==> config.mk <==
export PLATFORM = sky130hd
export DESIGN_NAME = vcve2_vrf_agu_flat
export DESIGN_NICKNAME = d
export VERILOG_FILES = /design/src/rtl/vcve2_pkg.sv /design/src/rtl/vcve2_vrf_agu_if.sv /design/src/rtl/vcve2_agu_port.sv /design/src/rtl/vcve2_vrf_agu.sv /design/src/flat_wrapper.sv
export SDC_FILE = /design/constraint.sdc
export NUM_CORES = 1
export LEC_CHECK = 0
export BUFFER_PORTS_ARGS = -buffer_cell sky130_fd_sc_hd__buf_2
export CORE_MARGIN = 2
export CORE_UTILIZATION = 55
export CTS_BUF_LIST = sky130_fd_sc_hd__clkbuf_4 sky130_fd_sc_hd__clkbuf_8
export CTS_CLUSTER_DIAMETER = 60
export DETAILED_ROUTE_END_ITERATION = 8
export HOLD_SLACK_MARGIN = 0.12
export PLACE_DENSITY = 0.77
export SYNTH_ARGS = -nofsm -noshare
export SYNTH_HDL_FRONTEND = slang
export SYNTH_SLANG_ARGS = --single-unit
==> constraint.sdc <==
create_clock -name clk_i -period 4.83 [get_ports clk_i]
set_input_delay 0 -clock clk_i [delete_from_list [all_inputs] [get_ports clk_i]]
set_output_delay 0 -clock clk_i [all_outputs]
set_load 0.01 [all_outputs]
==> src/rtl/vcve2_pkg.sv <==
// Shared vector-unit types and decode helpers for the VRF address generator.
package vcve2_pkg;

  typedef enum logic [2:0] {
    SEW8  = 3'd0,
    SEW16 = 3'd1,
    SEW32 = 3'd2,
    SEW64 = 3'd3
  } vsew_e;

  typedef enum logic [2:0] {
    LMUL1     = 3'd0,
    LMUL2     = 3'd1,
    LMUL4     = 3'd2,
    LMUL8     = 3'd3,
    LMUL_RSVD = 3'd4,
    LMUL1_8   = 3'd5,
    LMUL1_4   = 3'd6,
    LMUL1_2   = 3'd7
  } vlmul_e;

  typedef enum logic [1:0] {
    AGU_IDLE = 2'd0,
    AGU_WALK = 2'd1,
    AGU_DONE = 2'd2
  } agu_state_e;

  // Unsupported widths fall back to a full word per element.
  function automatic logic [2:0] sew_to_bytes(vsew_e sew);
    case (sew)
      SEW8:    return 3'd1;
      SEW16:   return 3'd2;
      default: return 3'd4;
    endcase
  endfunction

  // Fractional groups still occupy one whole register.
  function automatic logic [3:0] lmul_to_n(vlmul_e lmul);
    case (lmul)
      LMUL2:   return 4'd2;
      LMUL4:   return 4'd4;
      LMUL8:   return 4'd8;
      default: return 4'd1;
    endcase
  endfunction

endpackage

==> src/rtl/vcve2_vrf_agu_if.sv <==
// Request/response bundle between the VRF wrapper FSMs (master) and the AGU (slave).
interface vcve2_vrf_agu_if #(
  parameter int unsigned NumIfs = 1
);
  import vcve2_pkg::*;

  logic                     load_i;
  logic                     incr_i;
  logic [NumIfs-1:0]        get_rs1_i;
  logic [NumIfs-1:0]        get_rs2_i;
  logic [NumIfs-1:0]        get_rd_i;
  logic [4:0]               vs1_i;
  logic [4:0]               vs2_i;
  logic [4:0]               vd_i;
  vlmul_e                   lmul_i;
  vsew_e                    sew_i;
  logic [31:0]              vl_i;
  logic                     slide_op_i;
  logic                     is_slide_up_i;
  logic [31:0]              slide_offset_i;
  logic [NumIfs-1:0][31:0]  addr_o;
  logic [1:0]               slide_shift_o;
  logic [NumIfs-1:0]        oob_o;
  logic                     busy_o;
  logic                     last_o;
  logic                     done_o;

  modport master (
    output load_i, incr_i, get_rs1_i, get_rs2_i, get_rd_i, vs1_i, vs2_i, vd_i,
           lmul_i, sew_i, vl_i, slide_op_i, is_slide_up_i, slide_offset_i,
    input  addr_o, slide_shift_o, oob_o, busy_o, last_o, done_o
  );

  modport slave (
    input  load_i, incr_i, get_rs1_i, get_rs2_i, get_rd_i, vs1_i, vs2_i, vd_i,
           lmul_i, sew_i, vl_i, slide_op_i, is_slide_up_i, slide_offset_i,
    output addr_o, slide_shift_o, oob_o, busy_o, last_o, done_o
  );

endinterface

==> src/rtl/vcve2_agu_port.sv <==
// One data-memory interface: picks the vs1/vs2/vd address and flags out-of-group slide sources.
module vcve2_agu_port (
  input  logic               i_get_rs1,
  input  logic               i_get_rs2,
  input  logic               i_get_rd,
  input  logic [31:0]        i_base1,
  input  logic [31:0]        i_base2,
  input  logic [31:0]        i_based,
  input  logic [31:0]        i_byte_off,
  input  logic signed [36:0] i_src_off,
  input  logic signed [36:0] i_group_bytes,
  output logic [31:0]        o_addr,
  output logic               o_oob
);

  always_comb begin
    o_addr = '0;
    if (i_get_rd)       o_addr = i_based + i_byte_off;
    else if (i_get_rs2) o_addr = i_base2 + i_src_off[31:0];
    else if (i_get_rs1) o_addr = i_base1 + i_byte_off;
  end

  assign o_oob = i_get_rs2 & (i_src_off[36] | (i_src_off >= i_group_bytes));

endmodule

==> src/rtl/vcve2_vrf_agu.sv <==
// VRF address generator: latches operands on load, walks the register group one word per incr.
module vcve2_vrf_agu
  import vcve2_pkg::*;
#(
  parameter int unsigned NumIfs        = 1,
  parameter int unsigned VLEN          = 128,
  parameter logic [31:0] VRF_BASE_ADDR = 32'h0001_0000
) (
  input logic           clk_i,
  input logic           rst_ni,
  vcve2_vrf_agu_if.slave bus
);

  localparam logic [31:0] VlenBytes = 32'(VLEN / 8);
  localparam logic [31:0] VlenWords = 32'(VLEN / 32);

  function automatic logic [31:0] reg_base(logic [4:0] r);
    return VRF_BASE_ADDR + 32'(r) * VlenBytes;
  endfunction

  agu_state_e  r_state, w_state_nxt;
  logic [31:0] r_word_cnt, w_cnt_nxt;
  logic [31:0] r_total_words, r_group_words;
  logic [31:0] r_base1, r_base2, r_based;
  logic        r_slide_op, r_slide_up;
  logic [34:0] r_slide_sh;
  logic [1:0]  r_slide_shift;

  logic [2:0]  w_sew_bytes;
  logic [31:0] w_group_words;
  logic [34:0] w_vl_bytes, w_vl_words, w_slide_bytes;
  logic [31:0] w_total_words;
  logic        w_last;

  // Operand decode, evaluated on the load cycle from the raw inputs
  assign w_sew_bytes   = sew_to_bytes(bus.sew_i);
  assign w_group_words = 32'(lmul_to_n(bus.lmul_i)) * VlenWords;
  assign w_vl_bytes    = 35'(bus.vl_i) * 35'(w_sew_bytes);
  assign w_vl_words    = (w_vl_bytes + 35'd3) >> 2;
  assign w_total_words = (w_vl_words > 35'(w_group_words)) ? w_group_words : w_vl_words[31:0];
  assign w_slide_bytes = 35'(bus.slide_offset_i) * 35'(w_sew_bytes);

  always_ff @(posedge clk_i or negedge rst_ni) begin
    if (!rst_ni) begin
      r_total_words <= '0;
      r_group_words <= '0;
      r_base1       <= '0;
      r_base2       <= '0;
      r_based       <= '0;
      r_slide_op    <= 1'b0;
      r_slide_up    <= 1'b0;
      r_slide_sh    <= '0;
      r_slide_shift <= '0;
    end else if (bus.load_i) begin
      r_total_words <= w_total_words;
      r_group_words <= w_group_words;
      r_base1       <= reg_base(bus.vs1_i);
      r_base2       <= reg_base(bus.vs2_i);
      r_based       <= reg_base(bus.vd_i);
      r_slide_op    <= bus.slide_op_i;
      r_slide_up    <= bus.is_slide_up_i;
      r_slide_sh    <= {w_slide_bytes[34:2], 2'b00};
      r_slide_shift <= w_slide_bytes[1:0];
    end
  end

  always_ff @(posedge clk_i or negedge rst_ni) begin
    if (!rst_ni) begin
      r_state    <= AGU_IDLE;
      r_word_cnt <= '0;
    end else begin
      r_state    <= w_state_nxt;
      r_word_cnt <= w_cnt_nxt;
    end
  end

  assign w_last = (r_state == AGU_WALK) && (r_word_cnt == r_total_words - 32'd1);

  // A fresh load always wins, even over an incr in the same cycle
  always_comb begin
    w_state_nxt = r_state;
    w_cnt_nxt   = r_word_cnt;
    if (bus.load_i) begin
      w_cnt_nxt   = '0;
      w_state_nxt = (w_total_words == 32'd0) ? AGU_DONE : AGU_WALK;
    end else begin
      case (r_state)
        AGU_WALK: begin
          if (bus.incr_i) begin
            if (w_last) w_state_nxt = AGU_DONE;
            else        w_cnt_nxt   = r_word_cnt + 32'd1;
          end
        end
        AGU_DONE: w_state_nxt = AGU_IDLE;
        default:  w_state_nxt = r_state;
      endcase
    end
  end

  logic [31:0]        w_byte_off;
  logic signed [36:0] w_boff_s, w_sh_s, w_src_off, w_group_bytes;

  assign w_byte_off    = {r_word_cnt[29:0], 2'b00};
  assign w_boff_s      = $signed({5'b0, w_byte_off});
  assign w_sh_s        = $signed({2'b0, r_slide_sh});
  assign w_group_bytes = $signed({3'b0, r_group_words, 2'b00});

  // Slide sources are offset by whole words; the sub-word remainder leaves via slide_shift_o
  always_comb begin
    w_src_off = w_boff_s;
    if (r_slide_op) w_src_off = r_slide_up ? (w_boff_s - w_sh_s) : (w_boff_s + w_sh_s);
  end

  logic [NumIfs-1:0][31:0] w_addr;
  logic [NumIfs-1:0]       w_oob;

  for (genvar g = 0; g < NumIfs; g++) begin : g_port
    vcve2_agu_port u_port (
      .i_get_rs1     (bus.get_rs1_i[g]),
      .i_get_rs2     (bus.get_rs2_i[g]),
      .i_get_rd      (bus.get_rd_i[g]),
      .i_base1       (r_base1),
      .i_base2       (r_base2),
      .i_based       (r_based),
      .i_byte_off    (w_byte_off),
      .i_src_off     (w_src_off),
      .i_group_bytes (w_group_bytes),
      .o_addr        (w_addr[g]),
      .o_oob         (w_oob[g])
    );
  end

  assign bus.addr_o        = w_addr;
  assign bus.oob_o         = w_oob;
  assign bus.slide_shift_o = r_slide_shift;
  assign bus.busy_o        = (r_state == AGU_WALK);
  assign bus.last_o        = w_last;
  assign bus.done_o        = (r_state == AGU_DONE);

endmodule

==> src/flat_wrapper.sv <==
// flat-port wrapper written by rule: the top's interface ports become plain ports
module vcve2_vrf_agu_flat import vcve2_pkg::*;
#(
  parameter int unsigned NumIfs        = 1,
  parameter int unsigned VLEN          = 128,
  parameter logic [31:0] VRF_BASE_ADDR = 32'h0001_0000
)
  (clk_i, rst_ni, bus_load_i, bus_incr_i, bus_get_rs1_i, bus_get_rs2_i, bus_get_rd_i, bus_vs1_i, bus_vs2_i, bus_vd_i, bus_lmul_i, bus_sew_i, bus_vl_i, bus_slide_op_i, bus_is_slide_up_i, bus_slide_offset_i, bus_addr_o, bus_slide_shift_o, bus_oob_o, bus_busy_o, bus_last_o, bus_done_o);
  vcve2_vrf_agu_if #(.NumIfs(NumIfs)) bus_i ();
  input logic clk_i;
  input logic rst_ni;
  input wire logic [$bits(bus_i.load_i)-1:0] bus_load_i;
  input wire logic [$bits(bus_i.incr_i)-1:0] bus_incr_i;
  input wire logic [$bits(bus_i.get_rs1_i)-1:0] bus_get_rs1_i;
  input wire logic [$bits(bus_i.get_rs2_i)-1:0] bus_get_rs2_i;
  input wire logic [$bits(bus_i.get_rd_i)-1:0] bus_get_rd_i;
  input wire logic [$bits(bus_i.vs1_i)-1:0] bus_vs1_i;
  input wire logic [$bits(bus_i.vs2_i)-1:0] bus_vs2_i;
  input wire logic [$bits(bus_i.vd_i)-1:0] bus_vd_i;
  input wire logic [$bits(bus_i.lmul_i)-1:0] bus_lmul_i;
  input wire logic [$bits(bus_i.sew_i)-1:0] bus_sew_i;
  input wire logic [$bits(bus_i.vl_i)-1:0] bus_vl_i;
  input wire logic [$bits(bus_i.slide_op_i)-1:0] bus_slide_op_i;
  input wire logic [$bits(bus_i.is_slide_up_i)-1:0] bus_is_slide_up_i;
  input wire logic [$bits(bus_i.slide_offset_i)-1:0] bus_slide_offset_i;
  output wire logic [$bits(bus_i.addr_o)-1:0] bus_addr_o;
  output wire logic [$bits(bus_i.slide_shift_o)-1:0] bus_slide_shift_o;
  output wire logic [$bits(bus_i.oob_o)-1:0] bus_oob_o;
  output wire logic [$bits(bus_i.busy_o)-1:0] bus_busy_o;
  output wire logic [$bits(bus_i.last_o)-1:0] bus_last_o;
  output wire logic [$bits(bus_i.done_o)-1:0] bus_done_o;
  assign bus_i.load_i = bus_load_i;
  assign bus_i.incr_i = bus_incr_i;
  assign bus_i.get_rs1_i = bus_get_rs1_i;
  assign bus_i.get_rs2_i = bus_get_rs2_i;
  assign bus_i.get_rd_i = bus_get_rd_i;
  assign bus_i.vs1_i = bus_vs1_i;
  assign bus_i.vs2_i = bus_vs2_i;
  assign bus_i.vd_i = bus_vd_i;
  assign bus_i.lmul_i = bus_lmul_i;
  assign bus_i.sew_i = bus_sew_i;
  assign bus_i.vl_i = bus_vl_i;
  assign bus_i.slide_op_i = bus_slide_op_i;
  assign bus_i.is_slide_up_i = bus_is_slide_up_i;
  assign bus_i.slide_offset_i = bus_slide_offset_i;
  assign bus_addr_o = bus_i.addr_o;
  assign bus_slide_shift_o = bus_i.slide_shift_o;
  assign bus_oob_o = bus_i.oob_o;
  assign bus_busy_o = bus_i.busy_o;
  assign bus_last_o = bus_i.last_o;
  assign bus_done_o = bus_i.done_o;
  vcve2_vrf_agu #(.NumIfs(NumIfs), .VLEN(VLEN), .VRF_BASE_ADDR(VRF_BASE_ADDR)) u_core (.clk_i(clk_i), .rst_ni(rst_ni), .bus(bus_i));
endmodule
==> results.md, run 1 <==
* Clock transition at the registers of the reported paths at 0.08 ns
* Layout Skew at 0.0142 ns
* Worst setup EP type: register
* Crit path launch type: input pin
* TritonCTS Buffers at 17
* Routed len/inst at approximately 20 µm
* Lkg Pwr at 10.7 nW
* M3 GR Usage at 5.72%
* Clk Latency, worst-skew pair at 0.48 ns
* Worst IR Drop VDD at 0.166 mV
* Worst r2r dst: u_core.r_word_cnt[19]$_DFFE_PN0P_
* Post-synthesis instance total at 2490
* Synth top area share at 16.2%
* Final worst slack at -0.657 ns
* Die height at 190 µm
* Pin count of the biggest net entering global routing at 72
* Relative slew slack at 39.3%
* CTS H-Tree Depth at 4
* Worst-Margin Slew at 0.908 ns
* Path depth of the worst reg2reg path at 12
* Status: finished, violations left
* Synth warn at 0
* Layout area overhead at 19.0%
* Worst EP arrival at 5.86 ns
* Global placement routability congestion at 1.08
* Final-layout fill cell count at between 2k and 3k
* Number of setup violations in the final report at 12
* Sequential area share after synthesis at 16.2%
* Clk root buf: clkbuf_8
* Synth top area cells: dfrtp_1, ha_1, fa_1
* Failing checks: negative setup slack
* Post-synth EDFFs at 0
* RSZ-0062 raised after global routing: true
* DRT Pass-1 Iters at 6
* DRC violations left at 0
* Pre-CTS setup slack at -1.08 ns
* Die X at 190 µm
* Hpwl dp at about 50000 µm
* Initial DRC count at ~1.9k
* Post-synth ARST share at 100%
* Reg-to-Reg Start: u_core.r_total_words[7]$_DFFE_PN0P_
* Fmax at ~180 MHz
* CP Launch Point: bus_sew_i[1]
* I/O pin cnt at 132
* Num rows at 68
* Final period util at 114%
* Worst hold stages at 5
* Final Power at around 4.2 mW
* Met1 usage at 46.6%
* First-pass GRT wire length at between 100000 and 150000 µm
* R2R setup slack at roughly 0.53 ns
* Global route total overflow at 0
* GR peak layer: met2
* Yosys cell types at 93
* CTS tree: done
* Initial antenna violation count at 2
* Vias in the first global route at 19.1k
* Synthesized flop and latch total at between 100 and 150
* Nets at between 3k and 4k
* Met2 Use GR at 56.1%
* I/O Buffers at ~130
* Req. time, crit path at 5.20 ns
* Max-slew violation count at 0
* Hold Crit Class: input pin to register
* Mapped cell area at 19100 µm²
* Routed Antenna Nets at 0
* Hold Fails Final Rpt at 0
* Cell Pwr Density at 185 nW/µm²
* Cell taking the most area after synthesis: dfrtp_1
* Via count at 20.2k
* Die area at ~36000 µm²
* Core Area at 34300 µm²
* Max Cap Viol at 0
* Top FF cell, synth: dfrtp_1
* Mean Syn Cell Area at between 7 and 8 µm²
* Clock Path Buffers at 2
* Sink Count at roughly 120
* Share of post-route cells with drive strength above 1 at 20.5%
* Final min period at 5.49 ns
* Crit-path max FO at 7
* Core Util, Final at 66.1%
* Final WL at 65000 µm
* WS Path Type: input pin to register
* Initial Utilization at 55.6%
* Total GRT Usage at 34.9%
* CP endpoint: u_core.r_total_words[4]$_DFFE_PN0P_
* Vias/cell at 6.34
## logic make-up after synthesis
group	share of synthesized area, %
and+or+nand+nor	26.0
AOI/OAI and AO/OA	21.4
buffers and inverters	6.32
adders and majority gates	19.3
xor gates and xnor gates	7.43
DFF	16.2
muxes	3.41
other	0.0197
## critical path: stages
cell and delay (ns):
buf_6 0.09, or2_4 0.28, buf_4 0.15, buf_4 0.13
and2_1 0.16, fa_1 0.47, ha_1 0.35, ha_4 0.29
nand3_1 0.08, o22ai_2 0.20, nor2_2 0.08, xnor2_1 0.16
ha_1 0.34, nand4_1 0.12, nor3_2 0.24, a21oi_2 0.07
or4_1 0.42, or4_4 0.43, or4_4 0.42, nor3_2 0.11
nand4_1 0.15, nor4_2 0.34, o2111ai_2 0.29, mux2i_1 0.20
mux2_4 0.27
## power by group
part	switching, mW	total (mW)	internal [mW]
clock	0.465	1.04	0.576
sequential	0.0710	1.17	1.10
combinational	1.18	1.98	0.802
total	1.72	4.19	2.48
## Yosys cell counts (all sizes together), types with 25 or more instances
cell / instances
and3: 59
a211oi: 25
clkbuf: 125
a21o: 34
o21ai: 138
xor2: 62
nor2: 179
fa: 67
nor2b: 66
nor3: 71
dfrtp: 123
a21oi: 166
mux2i: 31
nand3: 63
o31ai: 26
inv: 163
nand4: 39
mux2: 27
xnor2: 97
or3: 25
nand2: 257
and2: 81
a31oi: 25
ha: 187
nor4: 30
## state kept, by name, indices dropped and copies added (netlist names)
register and count:
u_core.r_based 5, u_core.r_group_words 4, u_core.r_slide_sh 33, u_core.bus.slide_shift_o 2
u_core.r_base2 5, u_core.r_state 2, u_core.r_total_words 32, u_core.r_slide_up 1
u_core.r_slide_op 1, u_core.r_base1 6, u_core.r_word_cnt 32
## cell type report
type	instances	area, µm²	share of cell area, %
multi-input cells	2058	15500	68.3
clock inverters	13	174	0.767
flip-flops and latches	123	3080	13.6
clock buffers	19	255	1.13
diodes	3	7.51	0.0331
repair buffers	360	2490	11.0
inverters	163	612	2.70
well taps	455	569	2.51
## layout by cell type (no fill, tap or decap), types with 63 or more instances in the layout
cell type	n
inv_1	158
a21oi_1	147
nor2b_1	63
o21ai_0	123
buf_4	200
dfrtp_1	121
ha_1	171
buf_2	125
xnor2_1	93
nor2_1	173
fa_1	63
nand2_1	254
and2_1	75
## repair_timing
item / CTS / global route
resized for setup: 46 / 94
setup endpoints to repair: 23 / 28
hold endpoints to repair: 172 / 0
buffers inserted: 21 / 7
hold buffers: 28 / 0
pin swaps: 22 / 38
## layer usage
| layer | share of wire, % | vias to the layer above |
|---|---|---|
| met4 | 4.7 | 0 |
| li1 | - | 9331 |
| met2 | 45 | 960 |
| met3 | 8.4 | 170 |
| met1 | 42 | 9778 |
| met5 | 0 | - |
## worst min-delay path by stage
stage / startpoint / end
finish: bus_slide_offset_i[31] / u_core.r_slide_sh[34]$_DFFE_PN0P_
detailed placement: rst_ni / u_core.r_slide_sh[24]$_DFFE_PN0P_
global placement: rst_ni / u_core.r_slide_sh[24]$_DFFE_PN0P_
global route: bus_slide_offset_i[31] / u_core.r_slide_sh[34]$_DFFE_PN0P_
floorplan: rst_ni / u_core.bus.slide_shift_o[0]$_DFFE_PN0P_
CTS: bus_slide_offset_i[31] / u_core.r_slide_sh[34]$_DFFE_PN0P_
## metrics by stage
| stage | setup TNS, ns | cell area [µm²] | instances | hold WS, ns |
|---|---|---|---|---|
| 6_report | -4.91 | 22700 | 3194 | 0.215 |
| 2_1_floorplan | -4.76 | 19200 | 2491 | -0.296 |
| 3_5_place_dp | -7.94 | 21100 | 3103 | -0.123 |
| 3_3_place_gp | -6.16 | 21100 | 3103 | -0.119 |
| 4_1_cts | -3.19 | 22200 | 3184 | 0.197 |
| 5_1_grt | -9.14 | 22700 | 3191 | 0.263 |
Power figures use the tool's default switching activity.
==> run 2: changes to the inputs <==
- CORE_UTILIZATION: 55 -> 40
- PLACE_DENSITY: 0.77 -> unset
- SKIP_CTS_REPAIR_TIMING: unset -> 1
==> results.md, run 2 (synthesis results as in run 1) <==
* Placed inst area at 21500 µm² (+1.7%)
* Hold Crit Class: input pin to asynchronous set/reset pin
* Worst setup EP type: register
* Slowest stage cell, crit path: or4_1
* Max reg flops at 33 (unchanged)
* Setup TNS at -2.94 ns (+1.97 ns)
* I/O Buffers at 129 (unchanged)
* Final-layout fill cell count at 4581 (+59%)
* DRC violations left at 0 (unchanged)
* Final period util at 108% (-5.8 points)
* Worst path top cell family by delay: simple AND/OR/NAND/NOR gates
* Post-route cell area at 23300 µm² (+2.8%)
* Worst EP arrival at 5.60 ns (-0.26 ns)
* Fmax at 192 MHz (+5.4%)
* Global placement routability congestion at 0.953 (-12%)
* Clock Path Buffers at 2 (unchanged)
* Final worst slack at -0.376 ns (+0.281 ns)
* Initial Utilization at 40.8% (-15 points)
* Multi-input gate area at 15700 µm² (+1.2%)
* Biggest regs: u_core.r_slide_sh (33), u_core.r_total_words (32), u_core.r_word_cnt (32)
* Clk root buf: clkbuf_8
* Layout area overhead at 22.4%
* Die height at 222 µm (+17%)
* Req. time, crit path at 5.22 ns (+0.02 ns)
* Die X at 222 µm (+17%)
* Hpwl dp at 50700 µm (+0.77%)
* Final min period at 5.21 ns (-0.281 ns)
* Final WL at 63800 µm (-1.8%)
* Inserted Diodes at 0 (-3)
* Worst-Margin Slew at 0.974 ns (+0.0666 ns)
* Initial DRC count at 1582 (-15%)
* Share of post-route cells with drive strength above 1 at 21.4% (+0.98 points)
* Nets at 3105 (+1.1%)
* Register area at 3080 µm² (unchanged)
* Initial antenna violation count at 0 (-2)
* Global route total overflow at 0 (unchanged)
* WS Path Type: input pin to register
* Routed len/inst at 18.9 µm (-7.1%)
* Relative slew slack at 34.9% (-4.5 points)
* Max Cap Viol at 0 (unchanged)
* First-pass GRT wire length at 99600 µm (-0.91%)
* Most frequent CP cell: ha_4
* Hold Fails Final Rpt at 0 (unchanged)
* CTS tree: done
* CP Launch Point: bus_sew_i[2]
* Most common cell after layout, fill and taps aside: nand2_1
* Vias in the first global route at 18.1k (-5.0%)
* Layout Skew at 0.0181 ns (+0.00388 ns)
* Total GRT Usage at 25.2% (-9.7 points)
* RSZ-0062 raised after global routing: true
* Core Area at 46800 µm² (+36%)
* Pin count of the biggest net entering global routing at 77 (+6.9%)
* Buf/Inv on CP at 2 (-1)
* Max-slew violation count at 0 (unchanged)
* I/O pin cnt at 132 (unchanged)
* Crit-path max FO at 7 (unchanged)
* Status: finished, violations left
* Number of setup violations in the final report at 15 (+3)
* Via count at 19.3k (-4.5%)
* Lkg Pwr at 10.9 nW (+1.9%)
* Cell Pwr Density at 179 nW/µm² (-3.4%)
* CP peak stage delay at 0.51 ns (+0.04 ns)
* Die area at 49400 µm² (+37%)
* TritonCTS Buffers at 17 (unchanged)
* Failing checks: negative setup slack
* Crit path launch type: input pin
* Worst IR Drop VDD at 0.133 mV (-20%)
* Most frequent cells in the layout: nand2_1, buf_4, nor2_1, ha_1, inv_1
* Clk Latency, worst-skew pair at 0.50 ns (+0.02 ns)
* Vias/cell at 5.72 (-9.7%)
* Reg-to-Reg Start: u_core.r_total_words[7]$_DFFE_PN0P_
* Clock transition at the registers of the reported paths at 0.08 ns (about the same)
* Reg with most FFs: u_core.r_slide_sh
* Routed Antenna Nets at 0 (unchanged)
* Final hold slack at 0.167 ns (-0.0484 ns)
* CTS H-Tree Depth at 4 (unchanged)
* Sink Count at 123 (unchanged)
* DRT Pass-1 Iters at 6 (unchanged)
* Num rows at 79 (+16%)
==> run 2: stage by stage <==
step / setup slack (ns) / util, % / power [mW] / cells
after floorplan: -0.744 / - / 2.36 / 2491
after global placement: -0.976 / 46.0 / 2.95 / 3277
after detailed placement: -1.07 / 46.0 / 2.98 / 3277
after CTS: -0.542 / 46.8 / 3.98 / 3309
after global routing: -0.634 / 49.9 / 4.45 / 3377
final: -0.376 / 49.9 / 4.17 / 3377
==> run 2: report_power, final <==
group | switching [mW] | leakage, nW | internal (mW) | total [mW]
Combinational | 1.17 | 9.10 | 0.853 | 2.03
Sequential | 0.0656 | 1.60 | 1.10 | 1.16
Clock | 0.490 | 0.187 | 0.487 | 0.976
Total | 1.73 | 10.9 | 2.44 | 4.17
==> run 2: layout make-up <==
type                    count  area share [%]
well taps                 607            3.26
clock inverters            13           0.606
clock buffers              19            1.12
inverters                 163            2.62
multi-input cells        2058            67.2
repair buffers            394            12.0
flip-flops and latches    123            13.2
==> run 2: per-layer routing <==
| layer | wire length (µm) | share of wire, % | global-route usage [%] |
|---|---|---|---|
| met4 | 1640 | 2.6 | 7.13 |
| met2 | 26800 | 42 | 37.2 |
| met1 | 30500 | 48 | 36.9 |
| met3 | 4850 | 7.6 | 5.05 |
| met5 | 0 | 0 | 0 |
==> run 2: path summary, 6_finish.rpt <==
path                                                      endpoint  slack [ns]  cells past startpoint
setup / recovery               u_core.r_total_words[4]$_DFFE_PN0P_       -0.38                     25
hold / removal             u_core.bus.slide_shift_o[1]$_DFFE_PN0P_        0.17                      2
setup reg to reg                 u_core.r_word_cnt[31]$_DFFE_PN0P_        0.66                     13
hold reg to reg            u_core.bus.slide_shift_o[1]$_DFFE_PN0P_        0.52                      1
max in group asynchronous     u_core.r_total_words[31]$_DFFE_PN0P_        3.30                      3
min in group clk_i         u_core.bus.slide_shift_o[0]$_DFFE_PN0P_        0.17                      5
==> run 3: changes to the inputs <==
- CORE_ASPECT_RATIO: unset -> 1.5
==> results.md, run 3 (synthesis results as in run 1) <==
* Die area at 49400 µm² (about the same)
* Routed len/inst at 20.2 µm (+6.8%)
* Placed inst area at 21600 µm² (+0.38%)
* Lkg Pwr at 10.8 nW (-0.42%)
* Req. time, crit path at 5.22 ns (about the same)
* Core Util, Final at 48.9% (-0.99 points)
* Total GRT Usage at 26.9% (+1.7 points)
* RSZ-0062 raised after global routing: true
* Clk Latency, worst-skew pair at 0.50 ns (about the same)
* Initial Utilization at 40.3% (-0.50 points)
* Multi-input gate area at 15500 µm² (-0.90%)
* Internal power at 2.38 mW (-2.4%)
* Post-route cell area at 23100 µm² (-0.78%)
* Routed Antenna Nets at 0 (unchanged)
* Seq pwr share at 28.2% (+0.3 points)
* Share of post-route cells with drive strength above 1 at 21.9% (+0.47 points)
* Biggest regs: u_core.r_slide_sh (33), u_core.r_total_words (32), u_core.r_word_cnt (32)
* Initial DRC count at 1245 (-21%)
* Sink Count at 123 (unchanged)
* Vias/cell at 5.86 (+2.4%)
* Clock Path Buffers at 2 (unchanged)
* Met2 Wirelength at 33400 µm (+25%)
* Pre-CTS setup slack at -1.18 ns (-0.109 ns)
* Worst IR Drop VDD at 0.135 mV (+0.97%)
* Max-slew violation count at 0 (unchanged)
* NetSw at 1.75 mW (+1.0%)
* WL met1 at 27100 µm (-11%)
* CP peak stage delay at 0.43 ns (-0.08 ns)
* Final period util at 112% (+4.5 points)
* Initial antenna violation count at 1 (+1)
* Comb power frac at 48.7% (about the same)
* DRT Pass-1 Iters at 6 (unchanged)
* Global route total overflow at 0 (unchanged)
* CP Launch Point: bus_sew_i[1]
* Most frequent CP cell: buf_6
* First-pass GRT wire length at 105000 µm (+5.7%)
* Final WL at 68000 µm (+6.6%)
* Most common cell after layout, fill and taps aside: nand2_1
* CTS tree: done
* Worst setup EP type: register
* Final-layout fill cell count at 4680 (+2.2%)
* Clk root buf: clkbuf_8
* Vias in the first global route at 19.6k (+8.3%)
* Slowest stage cell, crit path: or4_4
* Clock network power share at 23.1% (-0.3 points)
* Layout Skew at 0.0236 ns (+0.00553 ns)
* Most frequent cells in the layout: nand2_1, buf_4, nor2_1, ha_1, inv_1
* Reg-to-Reg Start: u_core.r_total_words[14]$_DFFE_PN0P_
* Core Area at 47300 µm² (+1.2%)
* Failing checks: negative setup slack
* Hold Fails Final Rpt at 0 (unchanged)
* R2R setup slack at 0.59 ns (-0.07 ns)
* I/O pin cnt at 132 (unchanged)
* Relative slew slack at 32.8% (-2.1 points)
* Max Cap Viol at 0 (unchanged)
* DR WL met3 at 2650 µm (-45%)
* Final min period at 5.42 ns (+0.216 ns)
* I/O Buffers at 129 (unchanged)
* Worst EP arrival at 5.81 ns (+0.21 ns)
* Crit-path max FO at 7 (unchanged)
* Pin count of the biggest net entering global routing at 81 (+5.2%)
* Switching share of power at 42.4% (+0.85 points)
* Global placement routability congestion at 0.989 (+3.8%)
* Via count at 19.8k (+2.2%)
* Cell Pwr Density at 178 nW/µm² (-0.19%)
* Worst r2r dst: u_core.r_word_cnt[31]$_DFFE_PN0P_
* Setup TNS at -5.07 ns (-2.13 ns)
* Hpwl dp at 54400 µm (+7.3%)
* Worst path top cell family by delay: simple AND/OR/NAND/NOR gates
* Number of setup violations in the final report at 17 (+2)
* Fmax at 184 MHz (-4.0%)
* TritonCTS Buffers at 17 (unchanged)
* Num rows at 98 (+24%)
* Reg with most FFs: u_core.r_slide_sh
* Max reg flops at 33 (unchanged)
* Nets at 3106 (+0.032%)
* Die height at 271 µm (+22%)
* Layout area overhead at 21.4%
* Die X at 182 µm (-18%)
* Hold Crit Class: input pin to asynchronous set/reset pin
* Buf/Inv on CP at 4 (+2)
* Register area at 3080 µm² (about the same)
* Max Used Layer: met4
* Path depth of the worst reg2reg path at 12 (-1)
* Crit path launch type: input pin
* Final worst slack at -0.592 ns (-0.216 ns)
* CTS H-Tree Depth at 4 (unchanged)
* Clock transition at the registers of the reported paths at 0.10 ns (+0.02 ns)
* Final Power at 4.13 mW (-0.97%)
* WS Path Type: input pin to register
* Status: finished, violations left
* DRC violations left at 0 (unchanged)
* Worst-Margin Slew at 1.01 ns (+0.0312 ns)
run 3: changes by cell type in the layout (fill, tap and decap cells not counted), moves of 4 or more:
cell,previous run,this run
dlygate4sd3_1,40,26
ha_1,166,170
buf_4,218,231
o21ai_0,127,123
ha_4,14,9
o31ai_1,24,20
o21ai_1,6,10
run 3: worst max path at each step:
stage | to | slack, ns | cells after the start
after floorplan | u_core.r_total_words[4]$_DFFE_PN0P_ | -0.74 | 26
after global placement | u_core.r_total_words[2]$_DFFE_PN0P_ | -1.06 | 26
after detailed placement | u_core.r_total_words[2]$_DFFE_PN0P_ | -1.18 | 26
after CTS | bus_addr_o[28] | -0.65 | 21
after global routing | u_core.r_total_words[2]$_DFFE_PN0P_ | -0.87 | 27
final | u_core.r_total_words[2]$_DFFE_PN0P_ | -0.59 | 27
run 3: power groups by stage:
stage | registers (mW) | clock network (mW) | logic [mW]
5_1_grt | 1.17 | 1.01 | 2.20
3_3_place_gp | 1.18 | 0 | 1.81
2_1_floorplan | 1.15 | 0 | 1.20
6_report | 1.16 | 0.954 | 2.01
3_5_place_dp | 1.18 | 0 | 1.84
4_1_cts | 1.16 | 0.974 | 1.85
run 3: stage by stage:
step                      std cells  hold WS, ns
after detailed placement       3280        0.107
after floorplan                2491       -0.296
after CTS                      3311       -0.438
final                          3371       0.0982
after global placement         3280        0.109
after global routing           3371        0.166
run 3: cell type report:
type / instances / area share, %
Clock buffer: 17 / 1.01
Tap cell: 600 / 3.25
Clock inverter: 14 / 0.644
Sequential cell: 123 / 13.3
Inverter: 163 / 2.66
Timing Repair Buffer: 395 / 12.0
Multi-Input combinational cell: 2058 / 67.1
Antenna cell: 1 / 0.0108
run 3: per-layer routing:
| layer | global-route usage (%) | vias up |
|---|---|---|
| met4 | 17.6 | 0 |
| met1 | 30.8 | 9547 |
| met2 | 47.4 | 605 |
| met3 | 2.80 | 197 |
| li1 | - | 9402 |
| met5 | 0 | - |
